### config.mk
export PLATFORM = sky130hd
export DESIGN_NAME = tilemem_arb
export DESIGN_NICKNAME = d
export VERILOG_FILES = /design/src/rtl/xosera_pkg.sv /design/src/rtl/tilemem_arb.sv
export SDC_FILE = /design/constraint.sdc
export NUM_CORES = 1
export LEC_CHECK = 0
export BUFFER_PORTS_ARGS = -buffer_cell sky130_fd_sc_hd__buf_2
export CELL_PAD_IN_SITES_DETAIL_PLACEMENT = 1
export CELL_PAD_IN_SITES_GLOBAL_PLACEMENT = 2
export CORE_UTILIZATION = 24
export CTS_CLUSTER_SIZE = 10
export DETAILED_ROUTE_END_ITERATION = 12
export PLACE_DENSITY = 0.91
export SLEW_MARGIN = 10
export SYNTH_ARGS = -nofsm -noshare
export SYNTH_HDL_FRONTEND = slang
export SYNTH_SLANG_ARGS = --single-unit
### constraint.sdc
create_clock -name clk -period 2.77 [get_ports clk]
set_input_delay 0.4155 -clock clk [delete_from_list [all_inputs] [get_ports clk]]
set_output_delay 0.4155 -clock clk [all_outputs]
set_load 0.005 [all_outputs]
### src/rtl/xosera_pkg.sv
// Shared definitions for the tile memory arbiter: CPU FSM states and the
// starvation threshold used when TILEMEM_ARB_STARVE_EN is defined.
package xosera_pkg;

  localparam int TILEMEM_STARVE_CYCLES = 16;
  localparam int TILEMEM_STARVE_W      = $clog2(TILEMEM_STARVE_CYCLES);

  typedef enum logic [1:0] {
    IDLE    = 2'd0,
    RD_WAIT = 2'd1,
    RD_DATA = 2'd2,
    WR_DONE = 2'd3
  } cpu_state_t;

endpackage

### src/rtl/tilemem_arb.sv
// Tile memory arbiter: video owns the read port with strict priority, the CPU
// uses the write port freely. Optional macro TILEMEM_ARB_STARVE_EN bounds CPU read wait.
module tilemem_arb
  import xosera_pkg::*;
#(
  parameter int AWIDTH = 12
) (
  input  logic              clk,
  input  logic              reset_n_i,
  input  logic              vid_req_i,
  input  logic [AWIDTH-1:0] vid_addr_i,
  output logic              vid_valid_o,
  output logic [15:0]       vid_data_o,
  input  logic              cpu_req_i,
  input  logic              cpu_wr_i,
  input  logic [AWIDTH-1:0] cpu_addr_i,
  input  logic [15:0]       cpu_wdata_i,
  output logic              cpu_ack_o,
  output logic [15:0]       cpu_rdata_o,
  output logic              tm_rd_en_o,
  output logic [AWIDTH-1:0] tm_rd_addr_o,
  input  logic [15:0]       tm_rd_data_i,
  output logic              tm_wr_en_o,
  output logic [AWIDTH-1:0] tm_wr_addr_o,
  output logic [15:0]       tm_wr_data_o
);

  cpu_state_t        state_r;
  logic [AWIDTH-1:0] cpu_addr_r;
  logic [15:0]       cpu_rdata_r;
  logic              cpu_ack_r;
  logic              vid_valid_r;

  logic              starve_s;
  logic              cpu_issue_s;
  logic              vid_grant_s;
  logic              wr_cap_s;

`ifdef TILEMEM_ARB_STARVE_EN
  logic [TILEMEM_STARVE_W-1:0] starve_cnt_r;

  // Counts consecutive RD_WAIT cycles lost to video; cleared once the CPU read issues.
  always_ff @(posedge clk or negedge reset_n_i) begin
    if (!reset_n_i) begin
      starve_cnt_r <= '0;
    end else if (state_r == RD_WAIT && !cpu_issue_s) begin
      starve_cnt_r <= starve_cnt_r + TILEMEM_STARVE_W'(1);
    end else begin
      starve_cnt_r <= '0;
    end
  end
`endif

  // Read-port arbitration and write-port drive; both ports are quiet in reset.
  always_comb begin
    starve_s = 1'b0;
`ifdef TILEMEM_ARB_STARVE_EN
    starve_s = (state_r == RD_WAIT) &&
               (starve_cnt_r == TILEMEM_STARVE_W'(TILEMEM_STARVE_CYCLES - 1));
`endif
    cpu_issue_s  = reset_n_i && (state_r == RD_WAIT) && (!vid_req_i || starve_s);
    vid_grant_s  = reset_n_i && vid_req_i && !cpu_issue_s;
    wr_cap_s     = reset_n_i && (state_r == IDLE) && cpu_req_i && cpu_wr_i;

    tm_rd_en_o   = vid_grant_s || cpu_issue_s;
    tm_rd_addr_o = cpu_issue_s ? cpu_addr_r : vid_addr_i;
    tm_wr_en_o   = wr_cap_s;
    tm_wr_addr_o = cpu_addr_i;
    tm_wr_data_o = cpu_wdata_i;

    vid_valid_o  = vid_valid_r;
    vid_data_o   = vid_valid_r ? tm_rd_data_i : 16'h0000;
    cpu_ack_o    = cpu_ack_r;
    // Memory data lands in RD_DATA, so it is forwarded during the ack cycle.
    cpu_rdata_o  = (state_r == RD_DATA) ? tm_rd_data_i : cpu_rdata_r;
  end

  // CPU transaction FSM with registered ack and video valid.
  always_ff @(posedge clk or negedge reset_n_i) begin
    if (!reset_n_i) begin
      state_r     <= IDLE;
      cpu_addr_r  <= '0;
      cpu_rdata_r <= 16'h0000;
      cpu_ack_r   <= 1'b0;
      vid_valid_r <= 1'b0;
    end else begin
      vid_valid_r <= vid_grant_s;
      cpu_ack_r   <= 1'b0;
      case (state_r)
        IDLE: begin
          if (cpu_req_i) begin
            cpu_addr_r <= cpu_addr_i;
            if (cpu_wr_i) begin
              state_r   <= WR_DONE;
              cpu_ack_r <= 1'b1;
            end else begin
              state_r <= RD_WAIT;
            end
          end else begin
            state_r <= IDLE;
          end
        end
        RD_WAIT: begin
          if (cpu_issue_s) begin
            state_r   <= RD_DATA;
            cpu_ack_r <= 1'b1;
          end else begin
            state_r <= RD_WAIT;
          end
        end
        RD_DATA: begin
          cpu_rdata_r <= tm_rd_data_i;
          state_r     <= IDLE;
        end
        WR_DONE: state_r <= IDLE;
        default: state_r <= IDLE;
      endcase
    end
  end

endmodule

==> run metrics <==
outcome completed; max-cap violation count 0; met1 Use GR 13.08%; layout net count 279; max incr delay on CP 0.46 ns; Inst Count DP 307; max-slew violation total from the final report 0; crit path cell chain and4bb_1, buf_4, mux2_2, buf_2; DRC Markers 0; LEAKAGE 1.172 nW; RSZ-0062 raised after global routing false; die width 87.40 microns; CTS tree built; row cnt 30; Yosys reg bits 32; Int Power 1.386 mW; worst r2r src state_r[1]; Critical Path Sink Type primary output; Synth Area per Inst 12.78 sq um; num ports 137; Synth warnings 0; Sw Share 27.18%; Post-Syn Nets 198; Max-slew headroom 70.33%; I/O Buffers 104; synthesized instance count 137; met2 global-route usage 17.68%; distinct cell type count after synthesis 20; ANT cells 0; Total GRT Usage 10.82%; Starting Density 25.34%; area of the die 7639 sq um; Worst Reg2Reg Path Length in Cells 3; Root Buffer clkbuf_8; fillers 833; total power 1.903 mW; required time worst endpoint 2.35 ns; antenna violations before repair 0; Startpoint Class flip-flop; H-tree levels 2; min cycle time layout 2.170 ns; hold-fix buffers at CTS 0; Post-Layout Cell Count 315; vias 1291; Min-Delay Path Class primary input to async pin; Vias/cell 4.098; TNS Setup 0 ns; # setup viols final 0; Remaining Overflow, GRT 0; Hold Fails Final Rpt 0; Clk Latency, worst-skew pair 0.28 ns; Gate power share 33.5%; FMAX 0.4609 GHz; DP HPWL 3246 microns; Clock transition at path regs 0.07 ns; maximum vdd ir drop 0.3147 mV; core area 6907 sq um; Worst Tran Pin Value 0.4450 ns; Antenna Nets Post-Route 0; Final Core Density 33.17%; setup ws final 0.6005 ns; total CTS buffers 5; clock group share of total power 25.7%; Power per Cell Area 830.6 nW/um^2; post-synthesis sequential area ratio 45.75%; Crit Path Max Fanout 12; DR iter-0 viols 35; proportion of layout cells with a drive suffix above 1 71.23%; Routed WL per cell 12.90 microns; Num Clock Sinks 32; pre-CTS setup slack 0.8086 ns; post-CTS setup buffer count 0; net switching power 517.2 uW; Arr. time, crit path 1.75 ns; worst-case clock buffer depth 2; global routing's busiest layer met2; first-pass GRT wire length 6230 microns; GR Util met3 3.223%; WL final 4065 microns; synthesized cell area 1750 sq um; largest net degree at the start of global routing 38; Post-CTS Resized 0; vias in the first global route 1269; Die Ht 87.40 microns; RR Endpoint cpu_rdata_r[5]; drt first pass iters 4; slowest cell on the critical path dfrtp_1; GPL Wtd Cong 0.6909; Clock Skews 0.004669 ns; Seq pwr share 40.8%; Area Growth Syn to Fin 30.88%; Crit Path Category flip-flop to primary output; final period utilization 78.32%; R2R Setup Slk 1.38 ns
critical path: cells and delay by family, from the launching register on:
family                 cells  cell delay, ns
AND/OR/NAND/NOR            1            0.28
buffers and inverters      2            0.38
flip-flops                 1            0.46
multiplexers               1            0.36
worst max path at each step:
stage / startpoint / end / slack (ns) / cells past startpoint
floorplan: state_r[1] / tm_rd_addr_o[10] / 1.12 / 3
global placement: vid_req_i / tm_rd_addr_o[11] / 0.84 / 5
detailed placement: vid_req_i / tm_rd_addr_o[11] / 0.81 / 5
CTS: state_r[1] / tm_rd_addr_o[11] / 0.57 / 4
global route: state_r[0] / tm_rd_addr_o[11] / 0.52 / 4
finish: state_r[1] / tm_rd_addr_o[11] / 0.60 / 4
per-layer routing:
layer,vias up,share of wire (%)
li1,593,-
met1,627,41
met2,65,50
met3,6,7.9
met4,0,1.2
met5,-,0
power by group through the flow:
stage          sequential [mW]  clock (mW)  combinational, mW
2_1_floorplan            0.748           0              0.431
3_3_place_gp             0.778           0              0.633
3_5_place_dp             0.790           0              0.656
4_1_cts                  0.781       0.508              0.657
5_1_grt                  0.805       0.531              0.713
6_report                 0.776       0.490              0.637
cell type report:
class                   instances  area (sq um)  share of cell area [%]
well taps                      96         120.1                   5.243
clock inverters                 1         30.03                   1.311
repair buffers                108         550.5                   24.03
flip-flops and latches         32         800.8                   34.95
clock buffers                   7         96.34                   4.205
multi-input cells              70         689.4                   30.09
inverters                       1         3.754                  0.1638
placed cells by master (no fill, tap or decap), drive strengths merged:
master and n:
clkbuf 7, bufinv 1, and2 17, buf 108, and4 1, nand3b 2, nand2b 1, inv 1
nor2b 1, and4bb 1, nor3b 1, a21oi 2, nor2 2, a21boi 1, mux2 40, dfrtp 32
a311oi 1
flip-flops by register name, indices dropped and copies added (netlist names):
| register | flops |
|---|---|
| cpu_ack_o | 1 |
| cpu_addr_r | 12 |
| cpu_rdata_r | 16 |
| state_r | 2 |
| vid_valid_o | 1 |
stage by stage:
stage	hold slack, ns	instance area (sq um)
floorplan	0.1199	1750
global placement	0.4642	2165
detailed placement	0.4798	2165
CTS	0.2581	2291
global route	0.2663	2291
finish	0.2322	2291
cell usage after synthesis:
cell	count	share of area (%)
dfrtp_1	32	46
buf_4	30	13
mux2_2	29	19
and2_1	17	6.1
mux2_4	10	8.6
a21oi_1	2	0.57
buf_6	2	1.3
nand3b_1	2	0.86
nor2_1	2	0.43
a21boi_0	1	0.43
a311oi_1	1	0.50
and4_1	1	0.50
and4bb_1	1	0.71
clkbuf_1	1	0.21
clkbuf_2	1	0.29
inv_1	1	0.21
mux2_1	1	0.64
nand2b_1	1	0.36
nor2b_1	1	0.36
nor3b_2	1	0.71
kinds of logic (layout without fill, tap and decap cells):
kind of cell	count (synthesis)	count (layout)	share of synthesized area (%)
mux	40	40	27.88
flops	32	32	45.75
compound gates	4	4	1.501
buf+inv	35	117	14.87
simple gates	26	26	10.01
Power figures use the tool's default switching activity.
